File: src/rtl/fetch_queue.sv
// Instruction prefetch queue: owns the fetch PC, buffers up to DEPTH
// {instr, pc+4} pairs from combinational imem, and pops to decode on ready.
module fetch_queue #(
  parameter int unsigned DEPTH = 4
) (
  input  logic                       Clk,
  input  logic                       Reset,
  output logic [31:0]                ImemAddr,
  input  logic [31:0]                ImemData,
  input  logic                       Redirect,
  input  logic [31:0]                RedirectPC,
  input  logic                       DecodeReady,
  output logic                       InstrValid,
  output logic [31:0]                InstrOut,
  output logic [31:0]                PCPlus4Out,
  output logic [$clog2(DEPTH):0]     Count
);

  localparam int unsigned AW = $clog2(DEPTH);
  localparam int unsigned CW = AW + 1;

  logic [31:0]   fetch_pc_q, fetch_pc_d;
  logic [AW-1:0] head_q, head_d;
  logic [AW-1:0] tail_q, tail_d;
  logic [CW-1:0] count_q, count_d;

  logic [31:0]   instr_q [DEPTH];
  logic [31:0]   pc4_q   [DEPTH];

  logic          pop;
  logic          push;
  logic          valid;
  logic [31:0]   pc_plus4;
  logic          rpc_unused;

  assign rpc_unused = ^RedirectPC[1:0];

  assign valid    = (count_q != '0);
  assign pc_plus4 = fetch_pc_q + 32'd4;
  assign pop      = valid && DecodeReady && !Redirect;
  // A pop frees the head slot in the same edge, so a full queue still accepts a push.
  assign push     = !Redirect && ((count_q != CW'(DEPTH)) || pop);

  always_comb begin
    fetch_pc_d = fetch_pc_q;
    head_d     = head_q;
    tail_d     = tail_q;
    count_d    = count_q;
    if (Redirect) begin
      fetch_pc_d = {RedirectPC[31:2], 2'b00};
      head_d     = '0;
      tail_d     = '0;
      count_d    = '0;
    end else begin
      if (pop) begin
        head_d = head_q + AW'(1);
      end
      if (push) begin
        tail_d     = tail_q + AW'(1);
        fetch_pc_d = pc_plus4;
      end
      case ({push, pop})
        2'b10:   count_d = count_q + CW'(1);
        2'b01:   count_d = count_q - CW'(1);
        default: count_d = count_q;
      endcase
    end
  end

  always_ff @(posedge Clk) begin
    if (Reset) begin
      fetch_pc_q <= '0;
      head_q     <= '0;
      tail_q     <= '0;
      count_q    <= '0;
    end else begin
      fetch_pc_q <= fetch_pc_d;
      head_q     <= head_d;
      tail_q     <= tail_d;
      count_q    <= count_d;
    end
  end

  // Entry storage is never cleared; count_q alone decides what is visible.
  always_ff @(posedge Clk) begin
    if (push) begin
      instr_q[tail_q] <= ImemData;
      pc4_q[tail_q]   <= pc_plus4;
    end
  end

  assign ImemAddr   = fetch_pc_q;
  assign InstrValid = valid;
  assign InstrOut   = valid ? instr_q[head_q] : '0;
  assign PCPlus4Out = valid ? pc4_q[head_q]   : '0;
  assign Count      = count_q;

endmodule

File: config.mk
export PLATFORM = sky130hd
export DESIGN_NAME = fetch_queue
export DESIGN_NICKNAME = d
export VERILOG_FILES = /design/src/rtl/fetch_queue.sv
export SDC_FILE = /design/constraint.sdc
export NUM_CORES = 1
export LEC_CHECK = 0
export ABC_AREA = 1
export BUFFER_PORTS_ARGS = -buffer_cell sky130_fd_sc_hd__buf_2
export CAP_MARGIN = 5
export CELL_PAD_IN_SITES_DETAIL_PLACEMENT = 2
export CELL_PAD_IN_SITES_GLOBAL_PLACEMENT = 2
export CORE_ASPECT_RATIO = 0.7
export CORE_MARGIN = 3
export CORE_UTILIZATION = 33
export DETAILED_ROUTE_END_ITERATION = 16
export PLACE_DENSITY_LB_ADDON = 0.1
export REMOVE_ABC_BUFFERS = 1
export SLEW_MARGIN = 20
export SYNTH_ARGS = -nofsm -noshare
export SYNTH_HDL_FRONTEND = slang
export SYNTH_SLANG_ARGS = --single-unit
File: constraint.sdc
create_clock -name Clk -period 3.4 [get_ports Clk]
set_clock_uncertainty 0.15 [all_clocks]
set_input_delay 0.51 -clock Clk [delete_from_list [all_inputs] [get_ports Clk]]
set_output_delay 0.51 -clock Clk [all_outputs]
set_load 0.05 [all_outputs]
# Word-level counts from Yosys, hierarchy flattened

Memories as Yosys holds them, arrays and structs flattened. A register that Yosys moved wholly into a read port is not among the register bits.
Index checks and enable logic that the tools add are counted.
W data, S select, Z words.

Add/sub/neg operators: 5
Equality and inequality tests: 3
Muxes and demuxes: 11
Reduce and logical (&&, ||, !) cells: 9

Operator list:

| operator                | count |
|---|---|
| $mux W32                | 4 |
| $add A32 B3 Y32 const B | 1 |
| $mux W2                 | 4 |
| $pmux W3 S2             | 1 |
| $add A2 B1 Y2 const B   | 2 |
| $reduce_bool A2 Y1      | 2 |
| $add A3 B1 Y3 const B   | 1 |
| $logic_and A1 B1 Y1     | 3 |
| $ne A3 B3 Y1 const B    | 1 |
| $reduce_bool A3 Y1      | 1 |
| $sub A3 B1 Y3 const B   | 1 |
| $eq A2 B1 Y1 const B    | 1 |
| $eq A2 B2 Y1 const B    | 1 |
| $mux W1                 | 2 |
| $reduce_or A2 Y1        | 1 |
| $logic_not A1 Y1        | 1 |
| $logic_or A1 B1 Y1      | 1 |

Register bits: 39
Memory bits (writable): 256
Bits of input ports: 68
Output and inout port bits: 100
Word-level logic and storage cells: 35
Memories: 2

Memory list:

| name    | depth | bits a word | rd ports | clocked after Yosys merged registers in | write ports | line | RTL |
|---|---|---|---|---|---|---|---|
| instr_q | 4     | 32          | 1        | 1                                       | 1           | 27   | `logic [31:0] instr_q [DEPTH];` |
| pc4_q   | 4     | 32          | 1        | 1                                       | 1           | 28   | `logic [31:0] pc4_q [DEPTH];` |

# Longest topological paths before layout

Depth after elaboration: 7
Depth in mapped cells: 12
Gate-level depth less buffers: 12

# Least setup slack after synthesis

No wires, ideal clock.

Path kind: flip-flop to flip-flop
Start: register count_q[0] (netlist: Count[0])
End: memory instr_q[0][0] (enable)
Setup time: 416 ps
Arrival time: 3,211 ps
Data required time: 2,834 ps
Setup slack: -378 ps
Cell stages (with the launch flop): 12
Buffers on the path: 2
Cells stage by stage: dfxtp_1 > inv_1 > ha_1 > nand2_2 > nand3_4 > nand2_2 > inv_2 > buf_6 > nor2_8 > buf_4 > nand2_1 > inv_1

Cells in the longest elaborated chain, start to end: 7
Elaborated cells between the ends (all ways): 8
Classes of those cells: 1 x eq/ne; 2 x mux; 5 x reduce/logical

RTL lines:

| what                             | line | RTL |
|---|---|---|
| start, declared                  | 25   | `logic [CW-1:0] count_q, count_d;` |
| start signal, assigned           | 80   | `count_q <= count_d;` |
| $reduce_bool A3 Y1               | 38   | `assign valid = (count_q != '0);` |
| net InstrValid                   | 13   | `output logic InstrValid,` |
| $logic_and A1 B1 Y1 (2 in a row) | 40   | `assign pop = valid && DecodeReady && !Redirect;` |
| $logic_or A1 B1 Y1               | 42   | `assign push = !Redirect && ((count_q != CW'(DEPTH)) \|\| pop);` |
| $logic_and A1 B1 Y1              | 42   |  |
| $mux W1                          | 86   | `if (push) begin` |
| $mux W1 (not written as such)    | 87   | `instr_q[tail_q] <= ImemData;` |
| end, declared                    | 27   |  |

The timed path passes the listed nets, and every way through them passes these cells.

==> flow_summary_export.csv <==
group,metric,value,unit
clocking,clk_pin_slew,0.07,ns
synth,synth_common_cells,"286 x nor2_1, 248 x edfxtp_1, 165 x nand2_1, 127 x o21ai_0, 89 x a21oi_1",
sta,setup_viol,0,
power_and_ir_drop,power.total,7.99,mW
clocking,cts_root_buffer,"clkbuf_16",
floorplanning,start_util,0.336,
power_and_ir_drop,peakVddDrop,0.317,mV
clocking,cts_sinks,287,
global_route,grt_pass1_vias,10000,
synth,synth_top_family_by_area,"simple AND/OR/NAND/NOR gates",
sta,hold_viol,0,
synth,yosysTopAreaCellShare,0.613,
finish,finalNetCount,1414,
finish,antenna_cells,0,
clocking,cts.htree.levels,1,
finish,nFillCells,3848,
critical_path,startpoint_type,"flip-flop",
synth,ys_seq_elements,287,
job,drv_cap,0,
synth,synth_cell_type_count,28,
floorplanning,core_area,36100,sq um
finish,syn_to_final_growth,22.3,%
critical_path,cp_data_arrival_time,2.49,ns
floorplanning,ioPinCount,168,
min_path,min-delay-start,"ImemData[8]",
floorplanning,dieHeight,167,um
synth,synth-simple-area-share,0.157,
outcome,status,"finished clean",
sta,min_period_over_period,0.926,
critical_path,r2r_start,"Count[0]",
sta,slew-limit-headroom,0.506,
clocking,cts_tree,"done",
placed_design,place_congestion,0.741,
synth,yosysSeqAreaShare,0.677,
synth,synth_area_leader_cell,"edfxtp_1",
drt,antenna_left,0,
finish,layoutNonFillerInstCount,1843,
critical_path,required,2.74,ns
clocking,cts_buffer_depth,3,
drt,drt_iter0_drc,366,
synth,yosys_warnings,0,
critical_path,end_kind,"output pin",
sta,drv_slew,0,
synth,synth_area_leaders,"edfxtp_1 61%, nor2_1 8.8%, dfxtp_1 6.4%",
drt,wirelength,38800,um
placed_design,place_inst,1756,
global_route,gr-total-overflow,0,
synth,async_reset_ff_frac,0,
sta,fmax,318,MHz
global_route,antenna_found_initial,1,
global_route,track_usage,0.196,
sta,worst_slew_pin_slew,0.738,ns
power_and_ir_drop,p_per_area,537,nW/um^2
critical_path,path_class,"flip-flop to output pin",
synth,synth_edf_count,248,
synth,synth_adder_area_share,0.00721,
drt,viasPerCell,4.95,
sta,rsz0062_at_grt,"no",
floorplanning,die_w,235,um
synth,syn_avg_cell_area,10.5,sq um
clocking,cts_buffers,30,
drt,routedWlPerCell,21.0,um
clocking,clk_latency,0.59,ns
placed_design,dp_hpwl,24000,um
floorplanning,num_rows,58,
drt,firstDrtPassIters,4,
critical_path,path_max_fanout,34,
finish,drive_gt1_frac,0.184,
min_path,hp-class,"input port to flip-flop",
synth,synthMuxAreaShare,0,
placed_design,portBuffers,161,
synth,synthCells,1154,
synth,synth_most_common_cell,"nor2_1",
drt,vias,9122,
sta,period_needed,3.15,ns
synth,synth-xor-area-share,0.0115,
floorplanning,dieArea,39200,sq um
global_route,grt_pass1_wl,59900,um
global_route,grt_max_degree,87,
synth,synthFlopType,"edfxtp_1",
power_and_ir_drop,p_leak,5.67,nW
drt,drc_errors,0,
synth,synth-compound-area-share,0.106,
synth,syn_area,12100,sq um
==> timing repair <==
action | in CTS | in global routing
gates resized for setup | 0 | 2
hold buffers | 31 | 0
setup endpoints to repair | 0 | 2
hold endpoints to repair | 121 | 0
buffers inserted | 0 | 0
==> report_power, final <==
part,switching [mW],internal [mW],leakage [nW]
clock network,1.40,1.95,0.491
logic,0.474,0.168,2.55
registers,0.0564,3.94,2.63
==> worst max-delay path: stages (launching register included) <==
cell and delay [ns]:
dfxtp_4 0.61, buf_4 0.41, nor2_1 0.13, nor2_1 0.15
o21ai_0 0.11, a21oi_1 0.18, buf_2 0.30
==> path summary, 6_finish.rpt <==
path,depth (start not counted),slack (ns),end
max reg2reg,12,0.85,ImemAddr[9]
max,6,0.25,PCPlus4Out[16]
min reg2reg,2,0.36,Count[1]
min,1,0.04,instr_q[3][8]
==> cell families (layout without fill, tap and decap cells) <==
| logic type | Yosys count | after routing |
|---|---|---|
| AND/OR/NAND/NOR | 482 | 482 |
| XOR/XNOR | 16 | 16 |
| AO/OA/AOI/OAI | 245 | 245 |
| buffers and inverters | 116 | 322 |
| adder cells (fa/ha/maj) | 7 | 7 |
| other | 1 | 4 |
| flip-flops | 287 | 287 |
==> state kept, by name (all words and copies together) (netlist names), named ones only <==
signal,count
Count,3
ImemAddr,30
head_q,2
instr_q,128
pc4_q,120
tail_q,2
==> placed cells by master, fill, tap and decap left out, types with 9 or more instances in the layout <==
master | synthesis | routed
buf_2 | 9 | 161
o21ai_0 | 127 | 127
o21a_1 | 15 | 15
a21oi_1 | 89 | 89
buf_12 | 0 | 9
inv_1 | 48 | 44
nand3_1 | 16 | 16
buf_4 | 6 | 11
clkbuf_16 | 0 | 30
dlygate4sd3_1 | 0 | 31
nand2_1 | 165 | 165
dfxtp_1 | 39 | 37
clkbuf_1 | 43 | 9
edfxtp_1 | 248 | 248
xor2_1 | 13 | 13
nor2_1 | 286 | 286
a31oi_1 | 13 | 13
==> per-stage QoR <==
stage	area [sq um]	utilization	hold WS [ns]	setup TNS [ns]	setup slack, ns
2_1_floorplan	11900	-	0.307	-177.66	-1.53
3_3_place_gp	13500	0.375	0.329	0	0.707
3_5_place_dp	13500	0.375	0.356	0	0.677
4_1_cts	14900	0.411	0.000872	0	0.0415
5_1_grt	14900	0.411	0.0160	0	0.0539
6_report	14900	0.411	0.0393	0	0.253
==> layer usage <==
metal	vias to the layer above	part of all wire	wire length [um]	global-route usage
li1	4293	-	-	-
met1	4628	0.46	18000	0.265
met2	156	0.48	18700	0.338
met3	45	0.035	1350	0.0291
met4	0	0.018	683	0.0386
met5	-	0	0	0
==> layout make-up <==
cell class                      instances  area [sq um]  area share
Clock buffer                           43           840      0.0565
Clock inverter                         13           161      0.0109
Inverter                               54           209      0.0141
Multi-Input combinational cell        754          3440       0.231
Sequential cell                       287          8230       0.554
Tap cell                              480           601      0.0404
Timing Repair Buffer                  212          1380      0.0928
No activity file was read; power rests on OpenSTA's default activity.
